`src/rtl/basys_io_periph.sv`:
```
// Memory-mapped board I/O block for the Basys3 CPU system. It groups the
// LEDs, switches, push-buttons and the multiplexed 7-segment display behind
// one register slave port.
//
// Ports:
//   clk_i, rst_i   clock, synchronous active-high reset
//   addr_i         byte address; [4:2] select the register, [1:0] are ignored
//   we_i, re_i     single-cycle write / read strobes
//   wdata_i        write data
//   rdata_o        registered read data, valid the cycle after re_i
//   led_o          LED drive (active-high)
//   sw_i, btn_i    raw asynchronous switches / buttons
//   seg_o, dp_o    segments a..g (bit0 = a) and decimal point, active-low
//   an_o           digit anodes, active-low, one-hot-low
//
// Register map: 0x00 LED, 0x04 SW, 0x08 BTN, 0x0C EVT (W1C), 0x10 HEX,
// 0x14 CTRL {enable[16], dp_mask[15:8], blank_mask[7:0]}, 0x18/0x1C read 0.
module basys_io_periph #(
    parameter int unsigned N_LED      = 16,
    parameter int unsigned N_SW       = 16,
    parameter int unsigned N_BTN      = 4,
    parameter int unsigned N_DIG      = 4,
    parameter int unsigned DEB_CYCLES = 10000,
    parameter int unsigned REF_CYCLES = 2500
) (
    input  logic             clk_i,
    input  logic             rst_i,
    input  logic [4:0]       addr_i,
    input  logic             we_i,
    input  logic             re_i,
    input  logic [31:0]      wdata_i,
    output logic [31:0]      rdata_o,
    output logic [N_LED-1:0] led_o,
    input  logic [N_SW-1:0]  sw_i,
    input  logic [N_BTN-1:0] btn_i,
    output logic [6:0]       seg_o,
    output logic             dp_o,
    output logic [N_DIG-1:0] an_o
);

    localparam int unsigned IDX_W = (N_DIG > 1) ? $clog2(N_DIG) : 1;
    localparam int unsigned DEB_W = $clog2(DEB_CYCLES);
    localparam int unsigned REF_W = $clog2(REF_CYCLES);

    localparam logic [2:0] SEL_LED  = 3'd0;
    localparam logic [2:0] SEL_SW   = 3'd1;
    localparam logic [2:0] SEL_BTN  = 3'd2;
    localparam logic [2:0] SEL_EVT  = 3'd3;
    localparam logic [2:0] SEL_HEX  = 3'd4;
    localparam logic [2:0] SEL_CTRL = 3'd5;

    logic [2:0]         sel;
    logic [N_SW-1:0]    sw_s1, sw_s2;
    logic [N_BTN-1:0]   btn_s1, btn_s2;
    logic [N_BTN-1:0]   btn_deb, deb_next, rise, evt, evt_clr;
    logic [DEB_W-1:0]   deb_cnt  [N_BTN];
    logic [DEB_W-1:0]   cnt_next [N_BTN];
    logic [4*N_DIG-1:0] hex_r;
    logic [N_DIG-1:0]   blank_r, dpm_r;
    logic               en_r;
    logic [REF_W-1:0]   ref_cnt;
    logic [IDX_W-1:0]   dig_idx;
    logic [3:0]         nibble;
    logic [31:0]        rd_mux;
    logic               unused_bits;

    assign sel         = addr_i[4:2];
    assign unused_bits = ^{addr_i[1:0], wdata_i};

    // Active-low 7-segment decode of one hex digit, bit0 = segment a.
    function automatic logic [6:0] hex_decode(input logic [3:0] v);
        logic [6:0] s;
        case (v)
            4'h0: s = 7'h40;  4'h1: s = 7'h79;  4'h2: s = 7'h24;  4'h3: s = 7'h30;
            4'h4: s = 7'h19;  4'h5: s = 7'h12;  4'h6: s = 7'h02;  4'h7: s = 7'h78;
            4'h8: s = 7'h00;  4'h9: s = 7'h10;  4'hA: s = 7'h08;  4'hB: s = 7'h03;
            4'hC: s = 7'h46;  4'hD: s = 7'h21;  4'hE: s = 7'h06;  default: s = 7'h0E;
        endcase
        return s;
    endfunction

    // Two-flop synchronisers for the asynchronous board inputs.
    always_ff @(posedge clk_i) begin
        if (rst_i) begin
            sw_s1  <= '0;
            sw_s2  <= '0;
            btn_s1 <= '0;
            btn_s2 <= '0;
        end else begin
            sw_s1  <= sw_i;
            sw_s2  <= sw_s1;
            btn_s1 <= btn_i;
            btn_s2 <= btn_s1;
        end
    end

    // Debounce: a button must differ from its accepted level for DEB_CYCLES
    // consecutive cycles before the new level is taken.
    always_comb begin
        deb_next = btn_deb;
        rise     = '0;
        for (int i = 0; i < int'(N_BTN); i++) begin
            cnt_next[i] = '0;
            if (btn_s2[i] != btn_deb[i]) begin
                if (deb_cnt[i] == DEB_W'(DEB_CYCLES - 1)) begin
                    deb_next[i] = btn_s2[i];
                    rise[i]     = btn_s2[i];
                end else begin
                    cnt_next[i] = deb_cnt[i] + DEB_W'(1);
                end
            end
        end
    end

    always_ff @(posedge clk_i) begin
        if (rst_i) begin
            btn_deb <= '0;
            for (int i = 0; i < int'(N_BTN); i++) deb_cnt[i] <= '0;
        end else begin
            btn_deb <= deb_next;
            for (int i = 0; i < int'(N_BTN); i++) deb_cnt[i] <= cnt_next[i];
        end
    end

    // A press landing in the same cycle as its W1C clear keeps the flag set.
    assign evt_clr = (we_i && sel == SEL_EVT) ? wdata_i[N_BTN-1:0] : '0;

    // Writable registers.
    always_ff @(posedge clk_i) begin
        if (rst_i) begin
            led_o   <= '0;
            evt     <= '0;
            hex_r   <= '0;
            blank_r <= '0;
            dpm_r   <= '0;
            en_r    <= 1'b0;
        end else begin
            evt <= (evt & ~evt_clr) | rise;
            if (we_i) begin
                case (sel)
                    SEL_LED:  led_o <= wdata_i[N_LED-1:0];
                    SEL_HEX:  hex_r <= wdata_i[4*N_DIG-1:0];
                    SEL_CTRL: begin
                        blank_r <= wdata_i[N_DIG-1:0];
                        dpm_r   <= wdata_i[8 +: N_DIG];
                        en_r    <= wdata_i[16];
                    end
                    default: ;
                endcase
            end
        end
    end

    // Read mux; unused bits and unmapped addresses return 0.
    always_comb begin
        rd_mux = '0;
        case (sel)
            SEL_LED:  rd_mux[N_LED-1:0]   = led_o;
            SEL_SW:   rd_mux[N_SW-1:0]    = sw_s2;
            SEL_BTN:  rd_mux[N_BTN-1:0]   = btn_deb;
            SEL_EVT:  rd_mux[N_BTN-1:0]   = evt;
            SEL_HEX:  rd_mux[4*N_DIG-1:0] = hex_r;
            SEL_CTRL: begin
                rd_mux[N_DIG-1:0]  = blank_r;
                rd_mux[8 +: N_DIG] = dpm_r;
                rd_mux[16]         = en_r;
            end
            default: ;
        endcase
    end

    // Read data holds until the next read strobe.
    always_ff @(posedge clk_i) begin
        if (rst_i) begin
            rdata_o <= '0;
        end else if (re_i) begin
            rdata_o <= rd_mux;
        end
    end

    assign nibble = hex_r[32'(dig_idx) * 4 +: 4];

    // Digit scan; outputs are registered from the current index so segments,
    // dp and anode always change together.
    always_ff @(posedge clk_i) begin
        if (rst_i || !en_r) begin
            ref_cnt <= '0;
            dig_idx <= '0;
            an_o    <= '1;
            seg_o   <= 7'h7F;
            dp_o    <= 1'b1;
        end else begin
            if (ref_cnt == REF_W'(REF_CYCLES - 1)) begin
                ref_cnt <= '0;
                dig_idx <= (dig_idx == IDX_W'(N_DIG - 1)) ? '0 : dig_idx + IDX_W'(1);
            end else begin
                ref_cnt <= ref_cnt + REF_W'(1);
            end
            an_o  <= blank_r[dig_idx] ? '1 : ~(N_DIG'(1) << dig_idx);
            seg_o <= hex_decode(nibble);
            dp_o  <= ~dpm_r[dig_idx];
        end
    end

endmodule

```
`config.mk`:
```
export PLATFORM = sky130hd
export DESIGN_NAME = basys_io_periph
export DESIGN_NICKNAME = d
export VERILOG_FILES = /design/src/rtl/basys_io_periph.sv
export SDC_FILE = /design/constraint.sdc
export NUM_CORES = 1
export LEC_CHECK = 0
export BUFFER_PORTS_ARGS = -buffer_cell sky130_fd_sc_hd__buf_2
export CORE_ASPECT_RATIO = 1.2
export CORE_MARGIN = 2
export CORE_UTILIZATION = 25
export DETAILED_ROUTE_END_ITERATION = 10
export HOLD_SLACK_MARGIN = 0.06
export PLACE_DENSITY = 0.51
export SYNTH_ARGS = -nofsm -noshare
export SYNTH_HDL_FRONTEND = slang
export SYNTH_SLANG_ARGS = --single-unit
```
`constraint.sdc`:
```
create_clock -name clk_i -period 2.21 [get_ports clk_i]
set_input_delay 0.221 -clock clk_i [delete_from_list [all_inputs] [get_ports clk_i]]
set_output_delay 0.221 -clock clk_i [all_outputs]
set_load 0.05 [all_outputs]
```
==> results.md, run 1 <==
- After clock tree synthesis, the clock-pin slew on the worst setup and hold paths is ~70 ps.
- The sequential cells in the finished layout cover a total of 0.00376 mm^2.
- Measured against the total synthesized area, the mux share comes to around 6%.
- The count of TritonRoute iterations in the first routing pass is 4.
- The synthesized netlist devotes 24.3% of its cell area to simple gates.
- In this run the power density over the cells is 746 mW/mm^2.
- The total of warnings raised by yosys is 0.
- The startpoint identified for the worst hold timing path is wdata_i[0].
- The analysis attributes to cell leakage a power of 3.49 nW.
- The portion of the clock cycle consumed by the worst path in the final layout is a little over nine tenths.
- The launch point of the worst reg-to-reg path is dig_idx[0]$_SDFFE_PP0N_.
- The commonest non-fill, non-tap cell in the layout is dfxtp_1.
- The cell area after synthesis is 0.00780 mm^2.
- The total of buffers placed on input and output ports is between 80 and 90.
- For the worst flop-to-flop path, the logic depth is 5.
- The worst path in the final design needs a cycle of 2070 ps, including I/O delays and setup.
- The number of H-tree levels is 4.
- The highest achievable clock rate is roughly 480 MHz.
- The overflow left after global routing is 0.
- The worst IR drop on VDD is between 0.4 and 0.5 mV.
- The layer with the highest usage after global routing is met2.
- Once detailed placement completed, the half-perimeter wirelength came to ~14000 um.
- The I/O pin count is approximately 120.
- The number of buffers added for setup after CTS is 0.
- The multi-input combinational cells in the finished layout cover a total of approximately 0.0037 mm^2.
- In the global route stage, met2 resource usage came out at 19.5%.
- The max-slew violation total from the final report is 0.
- The kind of start point of the critical path is a flip-flop.
- In the layout the commonest cells are 188 x dfxtp_1, 117 x nand2_1, 89 x nor2_1.
- The first global-routing pass estimated ~31000 um of wire.
- The worst min-delay path category is in -> reg.
- The arithmetic-cell share of the synthesized area counting full adders, half adders and majority gates is around 2.4%.
- Synthesis handed over a netlist of between 800 and 900 instances.
- The share of flip-flops with an asynchronous set or reset after synthesis is 0%.
- The count of final setup violators is 0.
- The flow ran to the end, and the final reports show no timing, DRC or antenna violations.
- Entering global routing, the biggest net connects a little under 90 pins.
- The fraction of the mapped netlist area in compound gates is between 8 and 9%.
- The flip-flop cell with the highest count after synthesis is dfxtp_1.
- Summing the areas of all xor and xnor instances in the mapped netlist gives between 5 and 6% of the synthesized area.
- For met3 alone, demand over resource in global routing was 2.96%.
- By startpoint and endpoint, the worst setup path is classified as reg -> reg.
- For this block, the routed nets add up to about 19000 um of wire.
- The largest clock skew in the final design is between 8 and 9 ps.
- The synthesized design contains between 150 and 200 register bits.
- Setup repair after global routing left no endpoint under its margin.
- In this run the tightest slew margin relative to its limit is approximately 60%.
- The count of distinct cell types in the synthesized netlist is 54.
- The critical path contains buffers and inverters numbering 0 combined.
- For this run, design rule violations remaining after detail routing come to 0.
- The number of CTS-inserted buffers is 17.
- Data arrives at the worst endpoint at between 2000 and 2500 ps.
- The highest fanout seen on the critical path is 6.
- The cell row count is 70.
- The master cell of the clock root buffer is clkbuf_16.
- The final RePlAce weighted congestion is 0.804.
- The worst register-to-register path has a setup slack of roughly 140 ps.
- The synthesized area divided by synthesized cell count is 9.13 um^2.
- Global routing used between 10% and 20% of the available tracks across all layers.
- For the pin with the worst max-slew slack, the measured transition is a little over 600 ps.
- The area growth from synthesis to layout is 22.9%.
- The kind of capture point of the worst setup path is a flip-flop.
- Global routing used around 16% of the available met1 tracks.
- The initial utilization of the core area, before any placement, comes to between 20% and 30%.
- Once detail routing completed, the nets flagged for antenna violations numbered 0.
- The sum of negative setup slack is 0 ps.
- The number of enable-type register cells in the synthesized netlist is 0.
- The TritonCTS clock tree is yes.
- The data required time of the critical path is around 2500 ps.
- In the final routed layout, each cell accounts on average for 13.8 um.
- The average vias per placed instance is about 4.4.
- The kind of cell with the highest combined delay on the critical path is multiplexers.
- The filler cell count is ~3200.
- Traced cell by cell, the critical path runs through mux4_2, ha_1, or3b_2, o221ai_1, nand2_1.
- The terminating pin of the worst hold path is hex_r[0]$_SDFFE_PP0P_.
- The worst hold path cell count is 3.
- In the final layout, the share of cells above drive strength 1 is 16.4%.
- The slowest cell on the critical path is mux4_2.
- For this block, the initial DRC count from the detailed router was 344.
- The tightest hold margin is between 70 and 80 ps.
- The final route contains a little over 6000 vias.
- For the worst-skew pair, the clock arrives at the later sink with an insertion delay of roughly 440 ps.
- The total area inside the core boundary comes to roughly 0.031 mm^2.
- The number of antenna violations at the first check in global routing is 1.
- The clock net sink count is 188.
- The capturing point of the worst reg2reg path is seg_o[0]$_SDFF_PP1_.
- Sequential elements use between 40% and 50% of the synthesized area.
- The area of the die is between 0.03 and 0.04 mm^2.
- The number of buffers between clock root and the deepest sink is 2.
- The floorplan step set the die height to between 150 and 200 um.
- By area, the combinational part of the netlist is dominated by simple AND/OR/NAND/NOR gates.
- For this run, the post-layout net count is about 1000.
- The die is around 170 um wide.
- The final hold violation count is 0.
- The via count of the first global-routing pass is slightly below 6000.
- The count of max-cap constraint violations is 0.
- The maximum single-stage delay on the critical path is between 600 and 700 ps.
[logic make-up (layout without fill, tap and decap cells)]
logic type | count (synthesis) | in the layout
DFF | 188 | 188
AOI/OAI and AO/OA | 114 | 114
muxes | 34 | 34
xor gates and xnor gates | 52 | 52
adders and majority gates | 15 | 15
and+or+nand+nor | 380 | 380
buffers and inverters | 70 | 183
other | 1 | 16
[stage by stage]
stage | std cells | worst slack [ps] | cell area (um^2) | power [mW] | util [%]
final | 1378 | 139 | 9590 | 7.15 | 31.4
after detailed placement | 1311 | 147 | 8620 | 3.95 | 28.2
after global placement | 1311 | 176 | 8620 | 3.95 | 28.2
after CTS | 1377 | 139 | 9580 | 7.25 | 31.3
after floorplan | 868 | 91.3 | 7850 | 3.84 | -
after global routing | 1378 | 23.5 | 9590 | 7.43 | 31.4
[sequential cells by signal, indices dropped and copies added, names as in the netlist]
register / cells
dpm_r: 4
en_r: 1
btn_s2: 4
rdata_o: 17
btn_deb: 4
evt: 4
dig_idx: 2
seg_o: 7
deb_cnt: 56
dp_o: 1
an_o: 4
sw_s2: 16
led_o: 16
ref_cnt: 12
blank_r: 4
btn_s1: 4
sw_s1: 16
hex_r: 16
[routing by layer]
metal,up-vias,share of wire (%)
li1,3102,-
met5,-,0
met1,2792,46
met4,0,2.3
met3,21,5.4
met2,120,47
[area by class of cell]
cell class                      instances  share of cell area [%]
Timing Repair Buffer                  139                    9.63
Inverter                               12                   0.470
Multi-Input combinational cell        610                    39.0
Clock buffer                           17                    4.44
Antenna cell                            1                  0.0261
Tap cell                              396                    5.17
Sequential cell                       188                    39.3
Clock inverter                         15                    2.04
[synthesized netlist by cell type, drive strengths merged (2+ instances only)]
cell,count,area [um^2]
a21oi,74,370
a311oi,2,17.5
a31oi,3,18.8
a32oi,2,17.5
and2,3,18.8
and3,15,93.8
and4,5,43.8
and4b,2,20.0
buf,31,209
clkbuf,27,101
dfxtp,188,3760
ha,15,188
inv,12,45.0
mux2,3,33.8
mux2i,20,200
mux4,11,248
nand2,117,439
nand2b,6,37.5
nand3,24,120
nand4,21,131
nor2,91,347
nor2b,57,357
nor3,8,40.0
nor4,4,31.3
nor4b,5,50.0
o21ai,13,65.1
o221ai,2,17.5
o2bb2ai,10,87.6
o31ai,2,15.0
or3,11,68.8
or3b,3,26.3
or4,3,23.8
or4b,2,20.0
xnor2,27,236
xor2,25,219
[worst max-delay path by stage]
stage	from	end	slack, ps	cells past startpoint
floorplan	dig_idx[0]$_SDFFE_PP0N_	seg_o[0]$_SDFF_PP1_	90	6
global placement	dig_idx[0]$_SDFFE_PP0N_	seg_o[0]$_SDFF_PP1_	180	5
detailed placement	dig_idx[0]$_SDFFE_PP0N_	seg_o[0]$_SDFF_PP1_	150	5
CTS	dig_idx[0]$_SDFFE_PP0N_	seg_o[0]$_SDFF_PP1_	140	5
global route	dig_idx[0]$_SDFFE_PP0N_	seg_o[0]$_SDFF_PP1_	20	5
finish	dig_idx[0]$_SDFFE_PP0N_	seg_o[0]$_SDFF_PP1_	140	5
[worst min-delay path, delay by kind of cell]
kind	cells	cell delay [ps]
buf+inv	1	130
compound gates	1	50
simple gates	1	60
[repair_timing]
item                       CTS  global route
resized for setup            0             1
setup endpoints to repair    0             1
hold buffers                34             0
hold endpoints to repair    54             0
[report_power, final]
group	internal (mW)	leakage, nW	switching (mW)
Combinational	0.159	1.66	0.278
Sequential	3.44	1.53	0.0317
Clock	1.82	0.304	1.41
Total	5.43	3.49	1.72
Power figures use the tool's default switching activity.
==> run 2, diff against run 1 <==
--- a/config.mk
+++ b/config.mk
@@ -5,6 +5,7 @@
 export SDC_FILE = /design/constraint.sdc
 export NUM_CORES = 1
 export LEC_CHECK = 0
+export ABC_AREA = 1
 export BUFFER_PORTS_ARGS = -buffer_cell sky130_fd_sc_hd__buf_2
 export CORE_ASPECT_RATIO = 1.2
 export CORE_MARGIN = 2
@@ -12,6 +13,7 @@
 export DETAILED_ROUTE_END_ITERATION = 10
 export HOLD_SLACK_MARGIN = 0.06
 export PLACE_DENSITY = 0.51
+export SKIP_CTS_REPAIR_TIMING = 1
 export SYNTH_ARGS = -nofsm -noshare
 export SYNTH_HDL_FRONTEND = slang
 export SYNTH_SLANG_ARGS = --single-unit
==> run 2 against run 1 <==
Largest cell class is now multi-input combinational cells. Sequential share of layout area fell by 1.2 points. Worst hold slack improved by 4.7 ps. Total power fell by 0.93%. Highest routed layer is now met5.
==> results.md, run 2 <==
- The sum of negative setup slack is 0 ps.
- STA classifies the critical path endpoint as a flip-flop.
- The count of distinct cell types in the synthesized netlist is 30.
- The worst IR drop on VDD is roughly 0.51 mV.
- The final hold violation count was 0.
- The largest registers in the layout are deb_cnt x56, rdata_o x17.
- Of the post-synthesis cell area, the dominant cell type holds approximately 45%.
- The area of the die is 0.0347 mm^2.
- The final period demand of the worst path is roughly 1800 ps.
- Counting every sink on the clock net gives 188.
- Global routing consumed, over all layers together, between 10% and 20% of the routing resources.
- The largest clock skew in the final design is around 9.6 ps.
- The register with the most flip-flops in the layout has 56 of them.
- The vertical extent of the die is 204 um.
- Of the synthesized area, sequential elements account for between 40% and 50%.
- The critical path start-end classification is reg -> reg.
- The clock reaches the later pin of the worst-skew pair after roughly 430 ps.
- The top cell types in the final layout, fill and taps aside, are 273 x nand2_1, 188 x dfxtp_1, 158 x nor2_1.
- The critical path data arrival time is between 2000 and 2500 ps.
- The global-route wire length before repair is about 34000 um.
- Final hold analysis gives a worst-case slack of about 80 ps.
- The HPWL after detailed placement is around 16000 um.
- In this run the cell area measured after placement is 0.00905 mm^2.
- Setup repair after global routing left no endpoint under its margin.
- Row generation in the floorplan step produced 73 rows.
- The worst setup path is launched from a flip-flop.
- In this run the tightest slew margin relative to its limit is between 50% and 60%.
- The highest routed metal layer is met5.
- The total of buffers placed on input and output ports is 88.
- Counting flops and latches in the post-synthesis netlist gives between 150 and 200.
- The commonest cells after synthesis are 273 x nand2_1, 188 x dfxtp_1, 158 x nor2_1.
- The capturing point of the worst reg2reg path is seg_o[0]$_SDFF_PP1_.
- In the final routed layout, each cell accounts on average for around 13 um.
- The run finished with clean final reports.
- The cell with the most instances after synthesis is nand2_1.
- The final critical-path setup slack is approximately 440 ps.
- Dividing total power by cell area gives a power density of around 720 mW/mm^2.
- The via count of the first global-routing pass is just under 7000.
- The final cell utilization of the core is around 30%.
- The congestion estimate from routability-driven global placement came to a little over 0.8.
- For the pin with the worst max-slew slack, the measured transition is 693 ps.
- The final layout contains routed wiring with a total length of 21000 um.
- The final total power is 7.08 mW.
- The TritonCTS clock tree is yes.
- Synthesis handed over a netlist of ~1200 instances.
- The number of nets in the final layout is around 1300.
- Counting flops with an async set or reset pin after synthesis yields a share of 0%.
- The overflow left after global routing is 0.
- The startpoint identified for the worst register-to-register timing path is dig_idx[0]$_SDFFE_PP0N_.
- Counting the buffers created by CTS gives 17.
- The largest net degree at the start of global routing is 64.
- The worst min-delay path category is in -> reg.
- The data required time of the critical path is about 2600 ps.
- The placeable core region is roughly 0.033 mm^2.
- The highest fanout seen on the critical path is 16.
- The terminating pin of the worst hold path is led_o[12]$_SDFFE_PP0P_.
- The origin of the worst min-delay path is wdata_i[12].
- The total of warnings raised by yosys is 0.
- The die outline width is around 170 um.
- Leaving out fill and tap cells, the most frequent cell in the layout is nand2_1.
- In the post-synthesis netlist, the biggest area contributors are dfxtp_1 45%, nand2_1 12%, nand3_1 7.8%.
- After detailed routing, the wire length on met1 is 9960 um.
- The biggest area contributor in the post-synthesis netlist is dfxtp_1.
- The detailed router's first-iteration violation count is between 400 and 500.
- CTS placed an instance of clkbuf_16 at the clock tree root.
- The number of H-tree levels is 4.
- The clock-pin slew reported for the worst setup and hold paths after clock tree synthesis is roughly 70 ps.
- The average vias per placed instance is roughly 4.3.
- The I/O pin count is about 120.
- The total DRC errors in the routed layout is 0.
- The max-slew violation total from the final report is 0.
- Including well taps, the total number of placed cells is roughly 1600.
- Yosys mapped a number of flops with a built-in enable equal to 0.
- Leaving out filler cells and counting taps, the final layout contains around 1700.
- The portion of the clock cycle consumed by the worst path in the final layout is between 70% and 80%.
- The setup slack after placement is between 400 and 500 ps.
- The synthesized area divided by synthesized cell count is slightly above 7 um^2.
- Based on the critical path, the design can be clocked at up to around 570 MHz.
- The number of antenna violations at the first check in global routing is 3.
- The worst hold path cell count is 3.
- The static leakage is 3.81 nW.
- For this configuration, the core starts out at a cell density of about a quarter.
- The fraction of final layout cells sized beyond drive strength 1 is about an eighth.
- The worst register-to-register path has a setup slack of between 400 and 500 ps.
- The count of max-cap constraint violations is 0.
- The count of vias placed by the detailed router is ~7300.
- The count of final setup violators is 0.
- In the synthesized netlist the dominant register cell turns out to be dfxtp_1.
- The routed length on met3 is 733 um.
- Measured in cells, the most critical reg-to-reg path has a length of 10.
- The met2 wire length is between 9000 and 10000 um.
- The clock passes through at most 2 buffers.
- The count of TritonRoute iterations in the first routing pass is 5.
- The cell area after synthesis is a little over 0.008 mm^2.
- The total non-filler cell area in the finished layout is just under 0.01 mm^2.
- The area added between synthesis and finish is 19.0%.
- The count of antenna diodes in the layout is 0.
- Once detail routing completed, the nets flagged for antenna violations numbered 0.
- The register with the most flip-flops in the final layout is deb_cnt.
[run 2: cell count changes after synthesis, moves of 11 or more]
cell / delta
nor2b_1: -57
nand3_1: +105
inv_1: +100
mux2i_1: -20
xnor2_1: -20
or3_1: -11
clkbuf_1: -14
a21oi_1: +21
nor2_1: +69
mux4_2: -11
nand2_1: +156
and3_1: -15
[run 2: worst max-delay path by stage]
stage | startpoint | endpoint | slack (ps) | depth (start not counted)
floorplan | dig_idx[0]$_SDFFE_PP0N_ | seg_o[0]$_SDFF_PP1_ | 570 | 11
global placement | addr_i[2] | hex_r[0]$_SDFFE_PP0P_ | 440 | 7
detailed placement | addr_i[2] | hex_r[0]$_SDFFE_PP0P_ | 450 | 7
CTS | dig_idx[0]$_SDFFE_PP0N_ | seg_o[0]$_SDFF_PP1_ | 430 | 10
global route | dig_idx[0]$_SDFFE_PP0N_ | seg_o[5]$_SDFF_PP1_ | 160 | 9
finish | dig_idx[0]$_SDFFE_PP0N_ | seg_o[0]$_SDFF_PP1_ | 440 | 10
[run 2: area by class of cell]
class | instances | area (um^2)
Fill cell | 3606 | 23000
Sequential cell | 188 | 3760
Inverter | 116 | 438
Timing Repair Buffer | 119 | 743
Multi-Input combinational cell | 807 | 3810
Clock buffer | 19 | 453
Tap cell | 412 | 515
Clock inverter | 13 | 155
[run 2: power breakdown]
| part | switching, mW | internal, mW | total [mW] |
|---|---|---|---|
| Clock | 1.40 | 1.76 | 3.16 |
| Combinational | 0.319 | 0.125 | 0.444 |
| Sequential | 0.0315 | 3.45 | 3.48 |
[run 2: per-layer routing]
layer	vias up	global-route usage, %
met1	3298	15.5
met2	102	21.0
met5	-	0
met3	21	2.62
met4	6	4.00
li1	3848	-
[run 2: critical path: stages, from the launching register on]
cell     delay, ps
dfxtp_1        320
inv_1          330
nand2_1        110
nand3_1         90
nand2_1        160
inv_1          150
ha_1           210
inv_1           70
nor2_1         120
a21oi_1         90
nand2_1         70
[run 2: kinds of logic after synthesis]
family / count (synthesis) / share of synthesized area, %
AOI/OAI and AO/OA: 122 / 7.48
xor gates and xnor gates: 27 / 2.85
adders and majority gates: 15 / 2.26
buffers and inverters: 173 / 9.42
DFF: 188 / 45.3
other: 1 / 0.0452
and+or+nand+nor: 628 / 32.6
